--- config.mk ---
export PLATFORM = sky130hd
export DESIGN_NAME = contador_crescente_sinc
export DESIGN_NICKNAME = d
export VERILOG_FILES = /design/src/rtl/contador_pkg.sv /design/src/rtl/jk_ff_sync.sv /design/src/rtl/contador_crescente_sinc.sv
export SDC_FILE = /design/constraint.sdc
export NUM_CORES = 1
export LEC_CHECK = 0
export CAP_MARGIN = 20
export CORE_ASPECT_RATIO = 1.5
export CORE_MARGIN = 2
export CORE_UTILIZATION = 30
export DETAILED_ROUTE_END_ITERATION = 6
export DONT_BUFFER_PORTS = 1
export GPL_TIMING_DRIVEN = 0
export PLACE_DENSITY = 0.51
export SLEW_MARGIN = 0
export SYNTH_ARGS = -nofsm -noshare
export SYNTH_HDL_FRONTEND = slang
export SYNTH_HIERARCHICAL = 1
export SYNTH_SLANG_ARGS = --single-unit
--- constraint.sdc ---
create_clock -name clk_principal -period 4 [get_ports clk_principal]
set_input_delay 0.4 -clock clk_principal [delete_from_list [all_inputs] [get_ports clk_principal]]
set_output_delay 0.4 -clock clk_principal [all_outputs]
set_load 0.05 [all_outputs]
--- src/rtl/contador_pkg.sv ---
// Shared encodings for the synchronous JK-based up counter: FSM state codes and run modes.
package contador_pkg;

  localparam logic [1:0] ST_IDLE = 2'd0;
  localparam logic [1:0] ST_RUN  = 2'd1;
  localparam logic [1:0] ST_DONE = 2'd2;

  localparam logic MODE_CONT    = 1'b0;
  localparam logic MODE_ONESHOT = 1'b1;

  typedef enum logic [1:0] {
    S_IDLE = ST_IDLE,
    S_RUN  = ST_RUN,
    S_DONE = ST_DONE
  } state_e;

endpackage

--- src/rtl/jk_ff_sync.sv ---
// Single JK flip-flop cell with synchronous active-high reset to 0.
// Function table {j,k}: 00 hold, 01 clear, 10 set, 11 toggle.
module jk_ff_sync (
  input  logic clk_i,
  input  logic rst_i,
  input  logic j_i,
  input  logic k_i,
  output logic q_o
);

  logic q_q;

  always_ff @(posedge clk_i) begin
    if (rst_i) begin
      q_q <= 1'b0;
    end else begin
      case ({j_i, k_i})
        2'b00:   q_q <= q_q;
        2'b01:   q_q <= 1'b0;
        2'b10:   q_q <= 1'b1;
        default: q_q <= ~q_q;
      endcase
    end
  end

  assign q_o = q_q;

endmodule

--- src/rtl/contador_crescente_sinc.sv ---
// Synchronous modulo-MODULO up counter built from JK cells with look-ahead toggle logic,
// plus IDLE/RUN/DONE run control, one-shot mode, synchronous load and tc/wrap/load_err flags.
module contador_crescente_sinc #(
  parameter int WIDTH  = 5,
  parameter int MODULO = 20
) (
  input  logic             clk_principal,
  input  logic             reset_principal,
  input  logic             start,
  input  logic             stop,
  input  logic             mode,
  input  logic             en,
  input  logic             clear,
  input  logic             load,
  input  logic [WIDTH-1:0] load_val,
  output logic [WIDTH-1:0] saida,
  output logic             busy,
  output logic             done,
  output logic             tc,
  output logic             wrap,
  output logic             load_err,
  output logic [1:0]       state_dbg
);

  import contador_pkg::*;

  localparam logic [WIDTH-1:0] TC_VAL  = WIDTH'(MODULO - 1);
  localparam logic [WIDTH:0]   MOD_EXT = (WIDTH + 1)'(MODULO);

  state_e           state_q;
  logic             mode_q;
  logic             wrap_q;
  logic             load_err_q;
  logic [WIDTH-1:0] cnt_q;

  logic             at_tc;
  logic             load_oor;
  logic             adv;
  logic             force_en;
  logic [WIDTH-1:0] force_val;
  logic [WIDTH-1:0] tog;
  logic [WIDTH-1:0] j;
  logic [WIDTH-1:0] k;
  logic             ones_below;

  assign at_tc    = (cnt_q == TC_VAL);
  assign load_oor = ({1'b0, load_val} >= MOD_EXT);

  // Plain increment only; wrap, load, clear and restart go through the forced path.
  assign adv = (state_q == S_RUN) & en & ~at_tc & ~clear & ~load & ~stop;

  always_comb begin
    tog        = '0;
    ones_below = adv;
    for (int i = 0; i < WIDTH; i++) begin
      tog[i]     = ones_below;
      ones_below = ones_below & cnt_q[i];
    end
  end

  always_comb begin
    force_en  = 1'b0;
    force_val = '0;
    if (clear) begin
      force_en = 1'b1;
    end else if (load) begin
      force_en  = 1'b1;
      force_val = load_oor ? TC_VAL : load_val;
    end else if ((state_q == S_RUN) && !stop && en && at_tc && (mode_q == MODE_CONT)) begin
      force_en = 1'b1;
    end else if ((state_q == S_DONE) && start) begin
      force_en = 1'b1;
    end
  end

  assign j = force_en ? force_val  : tog;
  assign k = force_en ? ~force_val : tog;

  for (genvar i = 0; i < WIDTH; i++) begin : g_bit
    jk_ff_sync u_jk (
      .clk_i (clk_principal),
      .rst_i (reset_principal),
      .j_i   (j[i]),
      .k_i   (k[i]),
      .q_o   (cnt_q[i])
    );
  end

  always_ff @(posedge clk_principal) begin
    if (reset_principal) begin
      state_q    <= S_IDLE;
      mode_q     <= MODE_CONT;
      wrap_q     <= 1'b0;
      load_err_q <= 1'b0;
    end else begin
      wrap_q     <= 1'b0;
      load_err_q <= 1'b0;
      if (clear) begin
        state_q <= S_IDLE;
      end else if (load) begin
        load_err_q <= load_oor;
        if (state_q != S_RUN) state_q <= S_IDLE;
      end else begin
        case (state_q)
          S_IDLE: begin
            if (!stop && start) begin
              state_q <= S_RUN;
              mode_q  <= mode;
            end
          end
          S_RUN: begin
            if (stop) begin
              state_q <= S_IDLE;
            end else if (en && at_tc) begin
              if (mode_q == MODE_ONESHOT) state_q <= S_DONE;
              else                        wrap_q  <= 1'b1;
            end
          end
          S_DONE: begin
            if (start) begin
              state_q <= S_RUN;
              mode_q  <= mode;
            end
          end
          default: state_q <= S_IDLE;
        endcase
      end
    end
  end

  assign saida     = cnt_q;
  assign busy      = (state_q == S_RUN);
  assign done      = (state_q == S_DONE);
  assign tc        = busy & en & at_tc;
  assign wrap      = wrap_q;
  assign load_err  = load_err_q;
  assign state_dbg = state_q;

endmodule

==> results of run 1 <==
per-stage QoR:
step | total power [mW] | std cells | hold slack, ns | setup slack [ns]
after floorplan | 0.1668 | 108 | 0.4660 | 1.545
after global placement | 0.1744 | 145 | 0.4723 | 1.382
after detailed placement | 0.1763 | 145 | 0.4726 | 1.339
after CTS | 0.2805 | 148 | 0.2257 | 1.252
after global routing | 0.2930 | 148 | 0.2254 | 1.035
final | 0.2766 | 148 | 0.2288 | 1.271
final timing paths:
| kind | startpoint | end | cells after the start |
|---|---|---|---|
| min reg2reg | mode_q | wrap | 1 |
| max reg2reg | state_dbg[0] | g_bit[3].u_jk/q_o | 8 |
| max | g_bit[4].u_jk/q_o | tc | 3 |
| min | reset_principal | g_bit[4].u_jk/q_o | 1 |
cell usage after synthesis:
cell type,number
inv_1,12
nand2_1,11
dfxtp_1,10
ha_1,10
a31oi_1,6
nand3b_1,5
nor2_1,5
o21ai_0,5
or3_1,5
nor3_1,4
nor2b_1,3
a21boi_0,2
a21oi_1,2
and2_1,2
and3_1,2
nand2b_1,2
nor4b_1,2
o21a_1,2
a2111oi_1,1
a21o_2,1
and3b_1,1
and4_1,1
buf_6,1
mux2i_1,1
nand3_1,1
nand4_1,1
nor2_2,1
nor3b_1,1
nor4_1,1
o211ai_1,1
o21bai_1,1
o2bb2ai_1,1
o31a_1,1
or2_1,1
or2_2,1
or3b_4,1
flip-flops by register name, indices dropped and copies added, names as in the netlist:
register,flops
g_bit.u_jk/q_o,5
state_dbg,2
load_err,1
mode_q,1
wrap,1
area by class of cell:
type	count	share of cell area
Buffer	1	0.01213
Sequential cell	10	0.2156
Clock buffer	3	0.04447
Multi-Input combinational cell	85	0.6294
Tap cell	37	0.04987
Inverter	12	0.04852
report_power, final:
part,switching (mW),internal (mW),total [mW]
combinational,0.0221,0.0205,0.0426
sequential,0.0260,0.105,0.131
clock,0.0371,0.0657,0.103
critical path, stage by stage (launching register included):
cell     delay [ns]
dfxtp_1        0.66
or3b_4         0.49
or2_1          0.26
nor2_1         0.69
layer usage:
metal	global-route usage	vias to the layer above	routed length, µm
li1	-	394	-
met1	0.1431	359	755
met2	0.2213	22	938
met3	0.03385	2	127
met4	0.06250	0	19
met5	0	-	0
cells by family (layout without fill, tap and decap cells):
logic type	after synthesis	count (layout)	share of synthesized area
flip-flops	10	10	0.2381
AND/OR/NAND/NOR	51	51	0.3512
AO/OA/AOI/OAI	23	23	0.1830
adder cells (fa/ha/maj)	10	10	0.1488
buffers and inverters	13	16	0.06696
multiplexers	1	1	0.01191
==> flow_summary.ini, run 1 <==
[setup_path]
arrival_ns = 2.33
path_max_fanout = 6
worstSetupStartpointType = register
reg2reg_slack_ns = 1.35
criticalPathCategory = reg2out
required_ns = 3.60
critPathCaptureType = output pin

[hold_path]
worstHoldPathType = in2reg

[run_status]
status = finished clean

[synth]
syn_inst = 108
yosysSeqAreaShare = 0.2381
ys_top_cells_by_area = dfxtp_1, ha_1, inv_1
synth.avg_cell_area_um2 = 7.785
ys_types = 36
synth_nets = 131
synth_top_area_frac = 0.2381
synth_seq_cells = 10
yosys_warnings = 6
synthesis.area_um2 = 840.8
synth_largest_area_cell = dfxtp_1

[sta]
finClkSkew_ns = 0.004598
slew_headroom = 0.4078
slew_viol_final = 0
fin_crit_sh = 0.6824
setup_tns_ns = 0
fmax_ghz = 0.3664
hold_viol_final = 0
tightestPinTransition_ns = 0.8851
min_period_ns = 2.730
rsz0062_at_grt = false
setup_viol = 0

[finish]
utilization = 0.3469
final_common_cell = inv_1
drive_gt1_frac = 0.07207
fin_area_um2 = 928.4
multi_input_area_um2 = 584.3
mostFrequentLayoutCells = inv_1, nand2_1, ha_1, dfxtp_1, a31oi_1
register_area_um2 = 200.2
fillers = 296
n_antenna_cell = 0
areaGrowthSynthToFinish_pct = 10.42
nNetsFinal = 136

[placed_design]
gp_congestion = 0.8165
numPortBuffers = 0
hpwl_mm = 1.499
dpl-instance-area_um2 = 887.1

[global_route]
grt_pass1_wl_mm = 2.994
antenna_found_initial = 0
grt_overflow = 0
grt_pass1_vias = 734
grt_util_all_layers = 0.1297
grt_max_degree = 10

[routing]
ant_nets = 0
drt-pass1-iter-count = 4
vias = 777
drt-total-wl_mm = 1.840
routedWlPerCell_um = 12.43
vias_per_cell = 5.250
drc = 0
drt_iter0_drc = 15

[clocking]
clockBufferDepth = 2
clk_pin_slew_ns = 0.05
ctsResizeCount = 0
cts_hold_buffers = 0
h-tree-depth = 1
tritoncts = yes
cts_buffers = 3
clock_latency_ns = 0.23
clockRootBuffer = clkbuf_8
clock_sinks = 10
post_cts_buffers = 0

[floorplan]
core_area_um2 = 2676
num_rows = 23
io_pins = 25
die_w_um = 47.23
initial_core_util = 0.3142
dieHeight_um = 68.84
fp.dieArea_um2 = 3251

[power_and_ir_drop]
leakage_nw = 0.3910
vdd_drop_max_mv = 0.09828
power_per_cell_area_nw_per_um2 = 298.0

[job]
cap_violations = 0
Note: power is estimated with default switching activity, not from simulation.
==> inputs of run 2 (changes only) <==
ABC_AREA = 1   (was default)
PLACE_DENSITY = 0.52   (was 0.51)
clock period = 2.4 ns   (was 4 ns; I/O delays follow)
==> run 2 against run 1 <==
Against the previous run: sequential share of layout area down 2.1 points; worst hold slack worse by 0.16 ns; combinational power up 130%; clock skew down 0.0027 ns; critical path type unchanged.
==> flow_summary.ini, run 2 <==
[routing]
vias_per_cell = 4.520
drc = 0
vias = 895
drt-total-wl_mm = 2.054
drt-pass1-iter-count = 4
drt_iter0_drc = 19
ant_nets = 0
routedWlPerCell_um = 10.37

[sta]
hold_viol_final = 0
slew_headroom = 0.4167
setup_tns_ns = 0
slew_viol_final = 0
setup_ws_ns = 0.2881
fmax_ghz = 0.4735
finClkSkew_ns = 0.001886
fin_crit_sh = 0.8800
rsz0062_at_grt = false
min_period_ns = 2.112
hold_slack_ns = 0.07110
setup_viol = 0
tightestPinTransition_ns = 0.8718

[clocking]
clockRootBuffer = clkbuf_8
h-tree-depth = 1
cts_hold_buffers = 0
clk_pin_slew_ns = 0.05
clock_latency_ns = 0.23
clockBufferDepth = 2
tritoncts = yes
cts_buffers = 3
clock_sinks = 10

[setup_path]
required_ns = 2.16
path_max_fanout = 5
worstSetupStartpointType = register
criticalPathCategory = reg2out
critPathCaptureType = output pin
arrival_ns = 1.87

[floorplan]
core_area_um2 = 2943
dieHeight_um = 72.64
die_w_um = 49.76
io_pins = 25
initial_core_util = 0.3202
fp.dieArea_um2 = 3614
num_rows = 24

[finish]
nNetsFinal = 183
mostFrequentLayoutCells = nand2_1, inv_1, nor2_1
fin_area_um2 = 1060
utilization = 0.3601
drive_gt1_frac = 0.1635
final_cells = 198
largest_register_ffs = 5
areaGrowthSynthToFinish_pct = 12.48
final_common_cell = nand2_1
n_antenna_cell = 0

[synth]
synth_edf_count = 0
yosys_most_used_dff = dfxtp_1
ys_top_cells_by_area = dfxtp_1, nand2_1, ha_1
synth.avg_cell_area_um2 = 6.078
synthesis.area_um2 = 942.2
synth_largest_area_cell = dfxtp_1
syn_inst = 155
async_flop_share = 0
synth_common_cells = nand2_1, inv_1, nor2_1
synth_top_area_frac = 0.2125
ys_types = 20
synth_seq_cells = 10
synth_nets = 178
yosysMostFrequentCell = nand2_1
yosysSeqAreaShare = 0.2125
yosys_warnings = 6

[power_and_ir_drop]
vdd_drop_max_mv = 0.2412
switchingPower_mw = 0.1810
power_per_cell_area_nw_per_um2 = 510.8
clockPowerShare = 0.393
combPwrFrac = 0.183
sw_frac_of_total = 0.3343
leakage_nw = 0.5904
p_int_mw = 0.3603
power.total_mw = 0.5413
power.share.sequential = 0.425

[global_route]
grt_max_degree = 8
antenna_found_initial = 0
grt_pass1_wl_mm = 3.629
grt_pass1_vias = 871
grt_util_all_layers = 0.1293
grt_overflow = 0

[run_status]
status = finished clean

[placed_design]
gp_congestion = 0.7735
place_ws_ns = -0.1024
dpl-instance-area_um2 = 993.5
hpwl_mm = 1.743
place_inst = 194
numPortBuffers = 0

[hold_path]
worstHoldPathType = in2reg

[job]
cap_violations = 0
==> run 2: cell types whose count changed in the layout (fill, tap and decap cells not counted), moves of 6 or more <==
cell,change
nand2_1,+39
a31oi_1,-6
inv_1,+14
nor2_1,+18
==> run 2: cell families after synthesis <==
| kind of cell | after synthesis | share of synthesized area |
|---|---|---|
| simple gates | 95 | 0.4688 |
| buf+inv | 30 | 0.1195 |
| compound gates | 10 | 0.06640 |
| fa+ha+maj | 10 | 0.1328 |
| flops | 10 | 0.2125 |
==> run 2: layout make-up <==
class	instances	area [µm²]
multi-input combinational	115	636.9
sequential	10	206.4
tap	39	48.80
fill	334	1883
clock buffer	4	55.05
inverter	30	112.6
==> run 2: worst paths after layout <==
kind	from	depth (start not counted)	endpoint	slack, ns
worst min-delay path	reset_principal	1	mode_q	0.07
worst max register to register	g_bit[2].u_jk/q_o	12	g_bit[4].u_jk/q_o	0.30
worst min register to register	mode_q	1	wrap	0.50
worst max-delay path	g_bit[0].u_jk/q_o	4	tc	0.29
==> run 2: layer usage <==
metal / track usage / vias up / routed length, µm
met3: 0.03484 / 4 / 149
met2: 0.2237 / 30 / 1027
met5: 0 / - / 0
met1: 0.1443 / 386 / 843
li1: - / 475 / -
met4: 0.06481 / 0 / 33
==> run 2: power by group through the flow <==
stage	clock [mW]	combinational [mW]	sequential, mW
after floorplan	0	0.0840	0.228
after global placement	0	0.0944	0.232
after detailed placement	0	0.100	0.232
after CTS	0.225	0.101	0.229
after global routing	0.228	0.118	0.232
final	0.213	0.0989	0.230
==> run 2: repair_timing <==
| item | CTS | global route |
|---|---|---|
| gates resized for setup | 1 | 5 |
| setup buffers | 0 | 0 |
| endpoints found under the setup margin | 5 | 6 |
| cloned | 0 | 0 |
==> run 2: worst max-delay path, cell delays in order (launching register included) <==
cell and delay, ns:
dfxtp_2 0.52, nand2_1 0.15, nor2_2 0.16, nand3_2 0.12, nor2_1 0.68
